$ cat src/rtl/sram_mux_bus_ctrl.sv
// SRAM controller for a multiplexed address/data pad bus with address latches.
// Optional latch address cache: define SRAM_ADDR_CACHE_EN.
module sram_mux_bus_ctrl #(
    parameter int ALE_N = 2,
    parameter int ADRH_W = 4,
    localparam int ADDR_W = 8 * ALE_N + ADRH_W
) (
    input  logic              clk,
    input  logic              rst,
    input  logic              req_valid,
    output logic              req_ready,
    input  logic              req_we,
    input  logic [ADDR_W-1:0] req_addr,
    input  logic [7:0]        req_wdata,
    input  logic [3:0]        cfg_wait,
    output logic              rsp_valid,
    output logic [7:0]        rsp_rdata,
    output logic [ALE_N-1:0]  sram_ale,
    output logic [ADRH_W-1:0] sram_adrh,
    output logic [7:0]        sram_do,
    input  logic [7:0]        sram_di,
    output logic              sram_bus_oen,
    output logic              sram_rdn,
    output logic              sram_wdn,
    output logic              sram_cen
);

    localparam int IDX_W = (ALE_N > 1) ? $clog2(ALE_N) : 1;

    typedef enum logic [2:0] {
        IDLE, ALE_SET, ALE_HOLD, STROBE, RECOVER
    } state_t;

    state_t            state_q, state_n;
    logic [IDX_W-1:0]  idx_q, idx_n;
    logic [3:0]        cnt_q, cnt_n;
    logic [ADDR_W-1:0] addr_q;
    logic              we_q;
    logic [7:0]        wdata_q;
    logic [3:0]        wait_q;
    logic [ALE_N-1:0]  miss_q, req_miss;

    logic [ALE_N-1:0]  ale_n;
    logic [7:0]        dout_n;
    logic              oen_n, rdn_n, wdn_n, cen_n, rsp_n;

    logic              go_ale, go_str;
    logic [IDX_W:0]    f;
    logic [ADDR_W-1:0] sel_addr;
    logic              sel_we;
    logic [7:0]        sel_wd;
    logic [3:0]        sel_wait;

    // Lowest latch index >= s that still needs an ALE cycle; MSB = found.
    function automatic logic [IDX_W:0] find_miss(
        input logic [ALE_N-1:0] m,
        input int s
    );
        logic [IDX_W:0] r;
        r = '0;
        for (int k = ALE_N - 1; k >= 0; k--) begin
            if (k >= s && m[k]) r = {1'b1, IDX_W'(k)};
        end
        return r;
    endfunction

`ifdef SRAM_ADDR_CACHE_EN
    logic [7:0]       cache_q [ALE_N];
    logic [ALE_N-1:0] cval_q;

    // A latch needs a cycle unless it already holds the requested byte.
    always_comb begin
        req_miss = '1;
        for (int k = 0; k < ALE_N; k++) begin
            if (cval_q[k] && cache_q[k] == req_addr[8*k +: 8])
                req_miss[k] = 1'b0;
        end
    end

    // Track what each external latch holds after every ALE pulse.
    always_ff @(posedge clk or posedge rst) begin
        if (rst) begin
            cval_q <= '0;
            for (int k = 0; k < ALE_N; k++) cache_q[k] <= 8'h00;
        end else if (state_q == ALE_SET) begin
            cache_q[idx_q] <= addr_q[8*idx_q +: 8];
            cval_q[idx_q]  <= 1'b1;
        end
    end
`else
    assign req_miss = '1;
`endif

    assign req_ready = (state_q == IDLE);

    // Next state plus the pin values to register for the next cycle.
    always_comb begin
        state_n  = state_q;
        idx_n    = idx_q;
        cnt_n    = cnt_q;
        ale_n    = '0;
        dout_n   = sram_do;
        oen_n    = 1'b1;
        rdn_n    = 1'b1;
        wdn_n    = 1'b1;
        cen_n    = 1'b1;
        rsp_n    = 1'b0;
        go_ale   = 1'b0;
        go_str   = 1'b0;
        f        = '0;
        sel_addr = addr_q;
        sel_we   = we_q;
        sel_wd   = wdata_q;
        sel_wait = wait_q;
        unique case (state_q)
            IDLE: begin
                if (req_valid) begin
                    sel_addr = req_addr;
                    sel_we   = req_we;
                    sel_wd   = req_wdata;
                    sel_wait = cfg_wait;
                    f        = find_miss(req_miss, 0);
                    go_ale   = f[IDX_W];
                    go_str   = !f[IDX_W];
                end
            end
            ALE_SET: begin
                state_n = ALE_HOLD;
                oen_n   = 1'b0;
            end
            ALE_HOLD: begin
                f      = find_miss(miss_q, int'(idx_q) + 1);
                go_ale = f[IDX_W];
                go_str = !f[IDX_W];
            end
            STROBE: begin
                if (cnt_q == 4'd0) begin
                    state_n = RECOVER;
                    rsp_n   = 1'b1;
                end else begin
                    cnt_n = cnt_q - 4'd1;
                    cen_n = 1'b0;
                    rdn_n = we_q;
                    wdn_n = !we_q;
                    oen_n = !we_q;
                end
            end
            RECOVER: state_n = IDLE;
            default: state_n = IDLE;
        endcase
        if (go_ale) begin
            state_n               = ALE_SET;
            idx_n                 = f[IDX_W-1:0];
            ale_n[f[IDX_W-1:0]]   = 1'b1;
            dout_n                = sel_addr[8*f[IDX_W-1:0] +: 8];
            oen_n                 = 1'b0;
        end
        if (go_str) begin
            state_n = STROBE;
            cnt_n   = sel_wait;
            cen_n   = 1'b0;
            rdn_n   = sel_we;
            wdn_n   = !sel_we;
            oen_n   = !sel_we;
            if (sel_we) dout_n = sel_wd;
        end
    end

    // State, request capture and registered pin outputs.
    always_ff @(posedge clk or posedge rst) begin
        if (rst) begin
            state_q      <= IDLE;
            idx_q        <= '0;
            cnt_q        <= 4'd0;
            addr_q       <= '0;
            we_q         <= 1'b0;
            wdata_q      <= 8'h00;
            wait_q       <= 4'd0;
            miss_q       <= '0;
            rsp_valid    <= 1'b0;
            rsp_rdata    <= 8'h00;
            sram_ale     <= '0;
            sram_adrh    <= '0;
            sram_do      <= 8'h00;
            sram_bus_oen <= 1'b1;
            sram_rdn     <= 1'b1;
            sram_wdn     <= 1'b1;
            sram_cen     <= 1'b1;
        end else begin
            state_q      <= state_n;
            idx_q        <= idx_n;
            cnt_q        <= cnt_n;
            rsp_valid    <= rsp_n;
            sram_ale     <= ale_n;
            sram_do      <= dout_n;
            sram_bus_oen <= oen_n;
            sram_rdn     <= rdn_n;
            sram_wdn     <= wdn_n;
            sram_cen     <= cen_n;
            if (state_q == IDLE && req_valid) begin
                addr_q    <= req_addr;
                we_q      <= req_we;
                wdata_q   <= req_wdata;
                wait_q    <= cfg_wait;
                miss_q    <= req_miss;
                sram_adrh <= req_addr[ADDR_W-1 -: ADRH_W];
            end
            if (state_q == STROBE && cnt_q == 4'd0 && !we_q)
                rsp_rdata <= sram_di;
        end
    end

endmodule

$ cat config.mk
export PLATFORM = sky130hd
export DESIGN_NAME = sram_mux_bus_ctrl
export DESIGN_NICKNAME = d
export VERILOG_FILES = /design/src/rtl/sram_mux_bus_ctrl.sv
export SDC_FILE = /design/constraint.sdc
export NUM_CORES = 1
export LEC_CHECK = 0
export CORE_MARGIN = 2
export CORE_UTILIZATION = 38
export DETAILED_ROUTE_END_ITERATION = 8
export PLACE_DENSITY = 0.79
export SYNTH_ARGS = -nofsm -noshare
export SYNTH_HDL_FRONTEND = slang
export SYNTH_SLANG_ARGS = --single-unit
$ cat constraint.sdc
create_clock -name clk -period 3.4 [get_ports clk]
set_clock_uncertainty 0.2 [all_clocks]
set_input_delay 0.51 -clock clk [delete_from_list [all_inputs] [get_ports clk]]
set_output_delay 0.51 -clock clk [all_outputs]
set_load 0.03 [all_outputs]
==> metrics.csv, run 1 <==
metric,value,unit
htreeDepth,3,
power_density,955.7,nW/um2
status,completed,
post_dp_cell_area,3152,um2
hold_class,flop to flop,
root_buffer,clkbuf_8,
fin_area,3307,um2
die-width,83.45,um
grt_overflow,0,
crit_slowest_cell,clkdlybuf4s50_1,
async_flop_share,1.000,
track_usage,0.1609,
post-dp-hpwl,3.693,mm
pre_cts_slack,0.8211,ns
yosys.area.top_type,dfrtp_1,
min_period_over_period,0.7356,
antenna_found_initial,0,
rsz0062_at_grt,no,
die_area,6963,um2
num_antenna_cells,0,
start_util,0.3980,
fin_ws,0.8990,ns
fmax,399.8,MHz
synth-seq-area-share,0.5968,
core_area,6026,um2
reg2reg_slack,1.12,ns
die_y,83.45,um
critical_path.cell_chain,nor3_4 -> clkdlybuf4s50_1,
cts-buffers-inserted,9,
drt-total-wl,5.164,mm
synth_top_area_share,0.5529,
area_delta_synth_final,37.87,%
grt_max_degree,32,
end_kind,primary output,
drt_first_iter_violations,67,
fin_nets,330,
avgSynthCellArea,11.31,um2
postCtsHoldBufs,0,
numPortBuffers,71,
cp_slowest_stage_delay,0.72,ns
ir_drop,0.0004319,V
period_minus_slack,2.501,ns
yosys_warnings,0,
total_power,3161,uW
cp.arrival,1.79,ns
setup_tns,0,ns
clk_pin_slew,0.06,ns
gp_congestion,0.7867,
tightest_slew,0.5812,ns
maxCapViolCount,0,
cts_buffer_depth,2,
firstDrtPassIters,4,
post_cts_buffers,0,
dr_total_vias,1786,
antenna_left,0,
required,2.69,ns
p_leak,0.001475,uW
cts_tree,yes,
clock_latency,0.33,ns
drc,0,
syn_nets,257,
slew_violations,0,
critPathLaunchType,flop,
synth_common_cells,"dfrtp_1, nand2_1, mux2_2",
via_per_inst,4.893,
synthTopCellsByArea,"dfrtp_1, mux2_2, nand2_1, dfstp_2, mux2i_1",
netlist_instances,212,
yosys.cell_count.top_type,dfrtp_1,
drive_gt1_frac,0.1621,
fin_hold_ws,0.2753,ns
yosys_register_bits,57,
grt_pass1_vias,1856,
synthFlopType,dfrtp_1,
ys_types,42,
crit_type,flop to primary output,
wire_per_inst,14.15,um
relSlewSlack,0.6126,
rows,28,
final-hold-violation-count,0,
setup_violations,0,
cts_resized,0,
critical_path_peak_fanout,7,
synth_edf_count,0,
numClockSinks,57,
grt_pass1_wl,8.804,mm
io_pins,72,
syn_area,2399,um2
cells in the final DEF, fill, tap and decap left out, types with 2 or more instances in the layout:
cell type / instances
nand3_1: 3
a21oi_1: 8
nor2_1: 7
dfstp_2: 4
nand2_1: 51
dfrtp_1: 53
nor3_4: 2
clkinv_2: 4
mux2_2: 18
clkbuf_8: 9
o22ai_1: 6
nor3_1: 2
nand2b_1: 2
o21ai_0: 7
clkdlybuf4s50_1: 71
mux2i_1: 6
buf_4: 2
or3b_1: 2
and3_1: 2
inv_1: 5
clkbuf_1: 3
kinds of logic (layout without fill, tap and decap cells):
family	after synthesis	count (layout)	synth area share
buffers and inverters	18	96	0.03964
muxes	25	25	0.1142
AOI/OAI and AO/OA	28	28	0.07147
xor gates and xnor gates	1	1	0.003652
adders and majority gates	1	1	0.005216
and+or+nand+nor	82	82	0.1690
DFF	57	57	0.5968
power by group:
part	internal (uW)	switching, uW
Clock	259	246
Sequential	1010	189
Combinational	648	803
Total	1920	1240
per-stage QoR:
stage,std cells,util
6_report,365,0.5488
5_1_grt,365,0.5488
4_1_cts,365,0.5488
3_5_place_dp,349,0.5230
3_3_place_gp,349,0.5230
2_1_floorplan,212,-
area by class of cell:
| cell class | count | area (um2) |
|---|---|---|
| clock buffers | 12 | 135.1 |
| clock inverters | 4 | 20.02 |
| fillers | 561 | 2719 |
| inverters | 7 | 28.78 |
| multi-input cells | 137 | 872.1 |
| flip-flops and latches | 57 | 1431 |
| well taps | 75 | 93.84 |
| repair buffers | 73 | 725.7 |
sequential cells by signal (all words and copies together) (netlist names), 2 cells and up:
register	flops
wdata_q	8
addr_q	8
cnt_q	4
sram_ale	2
sram_adrh	4
state_q	3
sram_do	8
rsp_rdata	8
wait_q	4
critical path, delay by kind of cell (launching register included):
kind                   cells  cell delay, ns
buffers and inverters      1            0.72
flip-flops                 1            0.47
AND/OR/NAND/NOR            1            0.27
metal layers:
layer	share of wire	global-route usage	vias to the layer above
met5	0	0	-
met3	0.037	0.03579	11
met4	0.020	0.07918	0
met1	0.44	0.2073	877
met2	0.50	0.2566	40
li1	-	-	858
worst paths after layout:
| check | startpoint | end | depth (start not counted) |
|---|---|---|---|
| max | state_q[0]$_DFFE_PP0P_ | req_ready | 2 |
| min | sram_adrh[1]$_DFFE_PP0P_ | sram_adrh[1]$_DFFE_PP0P_ | 2 |
| max reg2reg | state_q[0]$_DFFE_PP0P_ | sram_rdn$_DFF_PP1_ | 6 |
| min reg2reg | sram_adrh[1]$_DFFE_PP0P_ | sram_adrh[1]$_DFFE_PP0P_ | 2 |
| max in group asynchronous | rst | sram_do[0]$_DFF_PP0_ | 3 |
| min in group asynchronous | rst | state_q[0]$_DFFE_PP0P_ | 2 |
Note: power is estimated with default switching activity, not from simulation.
==> run 2: changes to the inputs <==
==> constraint.sdc (replaced) <==
create_clock -name clk -period 2.6 [get_ports clk]
set_clock_uncertainty 0.2 [all_clocks]
set_input_delay 0.39 -clock clk [delete_from_list [all_inputs] [get_ports clk]]
set_output_delay 0.39 -clock clk [all_outputs]
set_load 0.03 [all_outputs]
==> run 2 against run 1 <==
Net effect:
- wire length decreased by 0.56%
- critical path depth unchanged
- non-clock buffer count unchanged
- combinational power increased by 32%
- worst setup slack got worse by 0.67 ns
- via count unchanged
- first-iteration DRC count increased by 70%
- cell area increased by 1.4%
- total power increased by 36%
- cell count unchanged
- sequential share of layout area decreased by 0.60 points
==> metrics.csv, run 2 (synthesis gave the netlist of run 1 again) <==
metric,value,unit,change
status,completed,,unchanged
setup_violations,0,,unchanged
crit_type,flop to primary output,,unchanged
antenna_left,0,,unchanged
htreeDepth,3,,unchanged
relSlewSlack,0.6154,,was 0.6126
numPortBuffers,71,,unchanged
via_per_inst,4.893,,unchanged
fillers,527,,was 561
start_util,0.3980,,unchanged
clock_latency,0.33,ns,about the same
grt_pass1_vias,1806,,was 1856
total_power,4284,uW,was 3161 uW
cp.arrival,1.79,ns,about the same
critical_path.cell_chain,nor3_4 -> clkdlybuf4s50_1,,unchanged
clk_pin_slew,0.06,ns,about the same
drt_first_iter_violations,114,,was 67
hold_class,input port to async pin,,was flop to flop
critical_path_peak_fanout,7,,unchanged
pre_cts_slack,0.3271,ns,was 0.8211 ns
period_minus_slack,2.375,ns,
ir_drop,0.0006896,V,was 0.0004319 V
r2r-end,rsp_rdata[3]$_DFFE_PP0P_,,was sram_rdn$_DFF_PP1_
slew_violations,0,,unchanged
final-hold-violation-count,0,,unchanged
critPathLaunchType,flop,,unchanged
fin_ws,0.2247,ns,was 0.8990 ns
final_cell_mix,"clkdlybuf4s50_1, dfrtp_1, nand2_1",,unchanged
antenna_found_initial,0,,unchanged
fmax,421.0,MHz,
gp_congestion,0.7832,,was 0.7867
cts_tree,yes,,unchanged
drive_gt1_frac,0.1621,,unchanged
drt-total-wl,5.135,mm,was 5.164 mm
core_area,6026,um2,unchanged
worstReg2RegStart,cnt_q[0]$_DFFE_PP0P_,,was state_q[0]$_DFFE_PP0P_
crit_slowest_cell,clkdlybuf4s50_1,,unchanged
maxCapViolCount,0,,unchanged
post_cts_buffers,0,,unchanged
end_kind,primary output,,unchanged
fin_util,0.5565,,was 0.5488
num_antenna_cells,0,,unchanged
postCtsHoldBufs,0,,unchanged
track_usage,0.1551,,was 0.1609
required,2.01,ns,was 2.69 ns
io_pins,72,,unchanged
grt_pass1_wl,8.562,mm,was 8.804 mm
setup_tns,0,ns,unchanged
fin_nets,330,,unchanged
power_density,1277,nW/um2,was 955.7 nW/um2
die-width,83.45,um,unchanged
rsz0062_at_grt,no,,unchanged
die_y,83.45,um,unchanged
grt_max_degree,58,,was 32
rr_worst_depth,5,,was 6
post-dp-hpwl,3.592,mm,was 3.693 mm
drc,0,,unchanged
rows,28,,unchanged
cts_resized,0,,unchanged
cts-buffers-inserted,9,,unchanged
reg2reg_slack,0.42,ns,was 1.12 ns
p_leak,0.001493,uW,was 0.001475 uW
cp_slowest_stage_delay,0.71,ns,was 0.72 ns
wire_per_inst,14.07,um,was 14.15 um
root_buffer,clkbuf_8,,unchanged
min_period_over_period,0.9136,,
firstDrtPassIters,4,,unchanged
dr_total_vias,1786,,unchanged
final_common_cell,clkdlybuf4s50_1,,unchanged
die_area,6963,um2,unchanged
grt_overflow,0,,unchanged
cts_buffer_depth,2,,unchanged
area_delta_synth_final,39.80,%,was 37.87%
numClockSinks,57,,unchanged
tightest_slew,0.5770,ns,was 0.5812 ns
## run 2: cell types whose count changed in the layout (fill, tap and decap cells not counted), sizes merged
| cell | previous run | this run |
|---|---|---|
| clkinv | 4 | 2 |
| clkbuf | 12 | 13 |
| bufinv | 0 | 1 |
## run 2: routing by layer
metal / up-vias / GRT usage / share of wire
li1: 863 / - / -
met4: 0 / 0.08358 / 0.028
met1: 857 / 0.2071 / 0.45
met5: - / 0 / 0
met3: 15 / 0.03579 / 0.050
met2: 51 / 0.2346 / 0.47
## run 2: cell type report
type                    instances  area, um2  area share
clock buffers                  13      148.9     0.04440
well taps                      75      93.84     0.02799
repair buffers                 73      738.2      0.2201
clock inverters                 3      40.04     0.01194
flip-flops and latches         57       1431      0.4269
multi-input cells             137      872.1      0.2601
inverters                       7      28.78    0.008582
## run 2: where the power goes
part           internal, uW  switching (uW)  total (uW)
clock network           466             324         791
registers              1330             245        1570
logic                   856            1070        1920
total                  2650            1640        4280
## run 2: worst max-delay path, delay by kind of cell, from the launching register on
| kind | cells | cell delay, ns |
|---|---|---|
| AND/OR/NAND/NOR | 1 | 0.27 |
| buffers and inverters | 1 | 0.71 |
| flip-flops | 1 | 0.47 |
## run 2: stage by stage
step / hold WS (ns) / cell area (um2) / instances
6_report: 0.2290 / 3353 / 365
5_1_grt: 0.2791 / 3353 / 365
4_1_cts: 0.2437 / 3353 / 365
3_5_place_dp: 0.2576 / 3164 / 349
3_3_place_gp: 0.2557 / 3164 / 349
2_1_floorplan: 0.2404 / 2399 / 212
## run 2: how the worst max path moves through the flow
stage	cells after the start	slack (ns)	to	startpoint
global placement	6	0.37	sram_rdn$_DFF_PP1_	req_valid
finish	2	0.22	req_ready	state_q[0]$_DFFE_PP0P_
CTS	2	0.21	req_ready	state_q[0]$_DFFE_PP0P_
global route	2	0.17	req_ready	state_q[0]$_DFFE_PP0P_
detailed placement	6	0.33	sram_rdn$_DFF_PP1_	req_valid
floorplan	7	0.56	cnt_q[1]$_DFFE_PP0P_	state_q[0]$_DFFE_PP0P_
==> run 3: changes to the inputs <==
--- a/config.mk
+++ b/config.mk
@@ -5,7 +5,7 @@
 export SDC_FILE = /design/constraint.sdc
 export NUM_CORES = 1
 export LEC_CHECK = 0
-export CORE_MARGIN = 2
+export CORE_MARGIN = 10
 export CORE_UTILIZATION = 38
 export DETAILED_ROUTE_END_ITERATION = 8
 export PLACE_DENSITY = 0.79
==> run 3 against run 2 <==
Net effect:
- maximum frequency is 0.22% lower
- clock power is 7.8% lower
- critical path depth stayed put
- wire length is 14% higher
- cell area is 0.45% lower
- critical path type unchanged
==> metrics.csv, run 3 (synthesis gave the netlist of run 1 again) <==
metric,value,unit,change
postCtsHoldBufs,0,,unchanged
final_cell_mix,"clkdlybuf4s50_1, dfrtp_1, nand2_1",,unchanged
rsz0062_at_grt,no,,unchanged
post-dp-hpwl,4.200,mm,was 3.592 mm
met2_usage,0.2009,,was 0.2346
clockPowerShare,0.172,,was 0.185
min_period_over_period,0.9155,,was 0.9136
track_usage,0.1255,,was 0.1551
top_usage_layer,met2,,unchanged
final-hold-violation-count,0,,unchanged
tightest_slew,0.5991,ns,was 0.5770 ns
antenna_left,0,,unchanged
root_buffer,clkbuf_8,,unchanged
grt_pass1_vias,1963,,was 1806
cp-startpoint,state_q[0]$_DFFE_PP0P_,,unchanged
met1_usage,0.1452,,was 0.2071
pre_cts_slack,0.3021,ns,was 0.3271 ns
firstDrtPassIters,4,,unchanged
drc,0,,unchanged
hold_class,input port to async pin,,unchanged
use_met3,0.05606,,was 0.03579
dr_total_vias,1755,,was 1786
wire_per_inst,16.06,um,was 14.07 um
fmax,420.1,MHz,was 421.0 MHz
ir_drop,0.0005315,V,was 0.0006896 V
cts_tree,yes,,unchanged
crit_path_end,req_ready,,unchanged
io_pins,72,,unchanged
setup_violations,0,,unchanged
gp_congestion,0.7469,,was 0.7832
fillers,542,,was 527
power_density,1271,nW/um2,was 1277 nW/um2
via_per_inst,4.808,,was 4.893
cts-buffers-inserted,9,,unchanged
end_kind,primary output,,unchanged
combPwrFrac,0.456,,was 0.449
post_cts_buffers,0,,unchanged
htreeDepth,3,,unchanged
r2r-end,rsp_rdata[2]$_DFFE_PP0P_,,was rsp_rdata[3]$_DFFE_PP0P_
setup_tns,0,ns,unchanged
slew_violations,0,,unchanged
required,2.01,ns,about the same
num_antenna_cells,0,,unchanged
clock_latency,0.33,ns,about the same
area_delta_synth_final,39.18,%,was 39.80%
fin_ws,0.2196,ns,was 0.2247 ns
start_util,0.3980,,unchanged
switchingPower,1668,uW,was 1635 uW
drt_first_iter_violations,66,,was 114
post_dp_cell_area,3164,um2,unchanged
grt_overflow,0,,unchanged
die_y,99.45,um,was 83.45 um
drt-total-wl,5.863,mm,was 5.135 mm
die_area,9889,um2,was 6963 um2
fin_nets,330,,unchanged
core_area,6026,um2,unchanged
seqPwrFrac,0.372,,was 0.367
p_int,2576,uW,was 2649 uW
drive_gt1_frac,0.1655,,was 0.1621
relSlewSlack,0.6006,,was 0.6154
die-width,99.45,um,was 83.45 um
fin_area,3338,um2,was 3353 um2
grt_pass1_wl,9.887,mm,was 8.562 mm
swShare,0.3930,,was 0.3817
critPathLaunchType,flop,,unchanged
cp.arrival,1.79,ns,about the same
grt_max_degree,58,,unchanged
final_common_cell,clkdlybuf4s50_1,,unchanged
critical_path_peak_fanout,7,,unchanged
fin_hold_ws,0.2236,ns,was 0.2290 ns
cts_buffer_depth,2,,unchanged
antenna_found_initial,0,,unchanged
reg2reg_slack,0.44,ns,was 0.42 ns
maxCapViolCount,0,,unchanged
clk_pin_slew,0.06,ns,about the same
rr_worst_depth,5,,unchanged
status,completed,,unchanged
numClockSinks,57,,unchanged
crit_type,flop to primary output,,unchanged
cts_resized,0,,unchanged
rows,28,,unchanged
period_minus_slack,2.380,ns,was 2.375 ns
worstReg2RegStart,cnt_q[0]$_DFFE_PP0P_,,unchanged
numPortBuffers,71,,unchanged
p_leak,0.001488,uW,was 0.001493 uW
==> run 3: layout make-up <==
| cell class | count | area, um2 | area share |
|---|---|---|---|
| clock buffer | 13 | 158.9 | 0.04760 |
| clock inverter | 3 | 15.01 | 0.004498 |
| inverter | 7 | 28.78 | 0.008621 |
| multi-input combinational | 137 | 872.1 | 0.2612 |
| sequential | 57 | 1431 | 0.4288 |
| tap | 75 | 93.84 | 0.02811 |
| timing repair buffer | 73 | 738.2 | 0.2211 |
==> run 3: worst min-delay path by stage <==
| stage | startpoint | endpoint | slack (ns) | cells after the start |
|---|---|---|---|---|
| detailed placement | sram_adrh[0]$_DFFE_PP0P_ | sram_adrh[0]$_DFFE_PP0P_ | 0.26 | 2 |
| finish | rst | rsp_rdata[3]$_DFFE_PP0P_ | 0.22 | 3 |
| global placement | sram_adrh[1]$_DFFE_PP0P_ | sram_adrh[1]$_DFFE_PP0P_ | 0.26 | 2 |
| floorplan | wdata_q[2]$_DFFE_PP0P_ | wdata_q[2]$_DFFE_PP0P_ | 0.24 | 2 |
| global route | rst | rsp_rdata[3]$_DFFE_PP0P_ | 0.24 | 3 |
| CTS | rst | rsp_rdata[3]$_DFFE_PP0P_ | 0.23 | 3 |
==> run 3: critical path, stage by stage (launching register included) <==
cell and delay [ns]:
dfrtp_1 0.47, nor3_4 0.26, clkdlybuf4s50_1 0.72
==> run 3: metrics by stage <==
step,instances,utilization,power (uW)
5_1_grt,365,0.5540,4554
3_3_place_gp,349,0.5251,3480
6_report,365,0.5540,4243
4_1_cts,365,0.5540,4299
3_5_place_dp,349,0.5251,3549
2_1_floorplan,212,-,2857
==> run 3: power groups by stage <==
stage / logic, uW / registers, uW / clock network [uW]
finish: 1940 / 1580 / 729
global route: 2130 / 1630 / 794
floorplan: 1010 / 1850 / 0
detailed placement: 1960 / 1590 / 0
global placement: 1910 / 1570 / 0
CTS: 1970 / 1580 / 747
==> run 3: per-layer routing <==
metal / vias up / routed length, um
met5: - / 0
met4: 0 / 78
li1: 858 / -
met2: 45 / 2948
met3: 9 / 332
met1: 843 / 2504
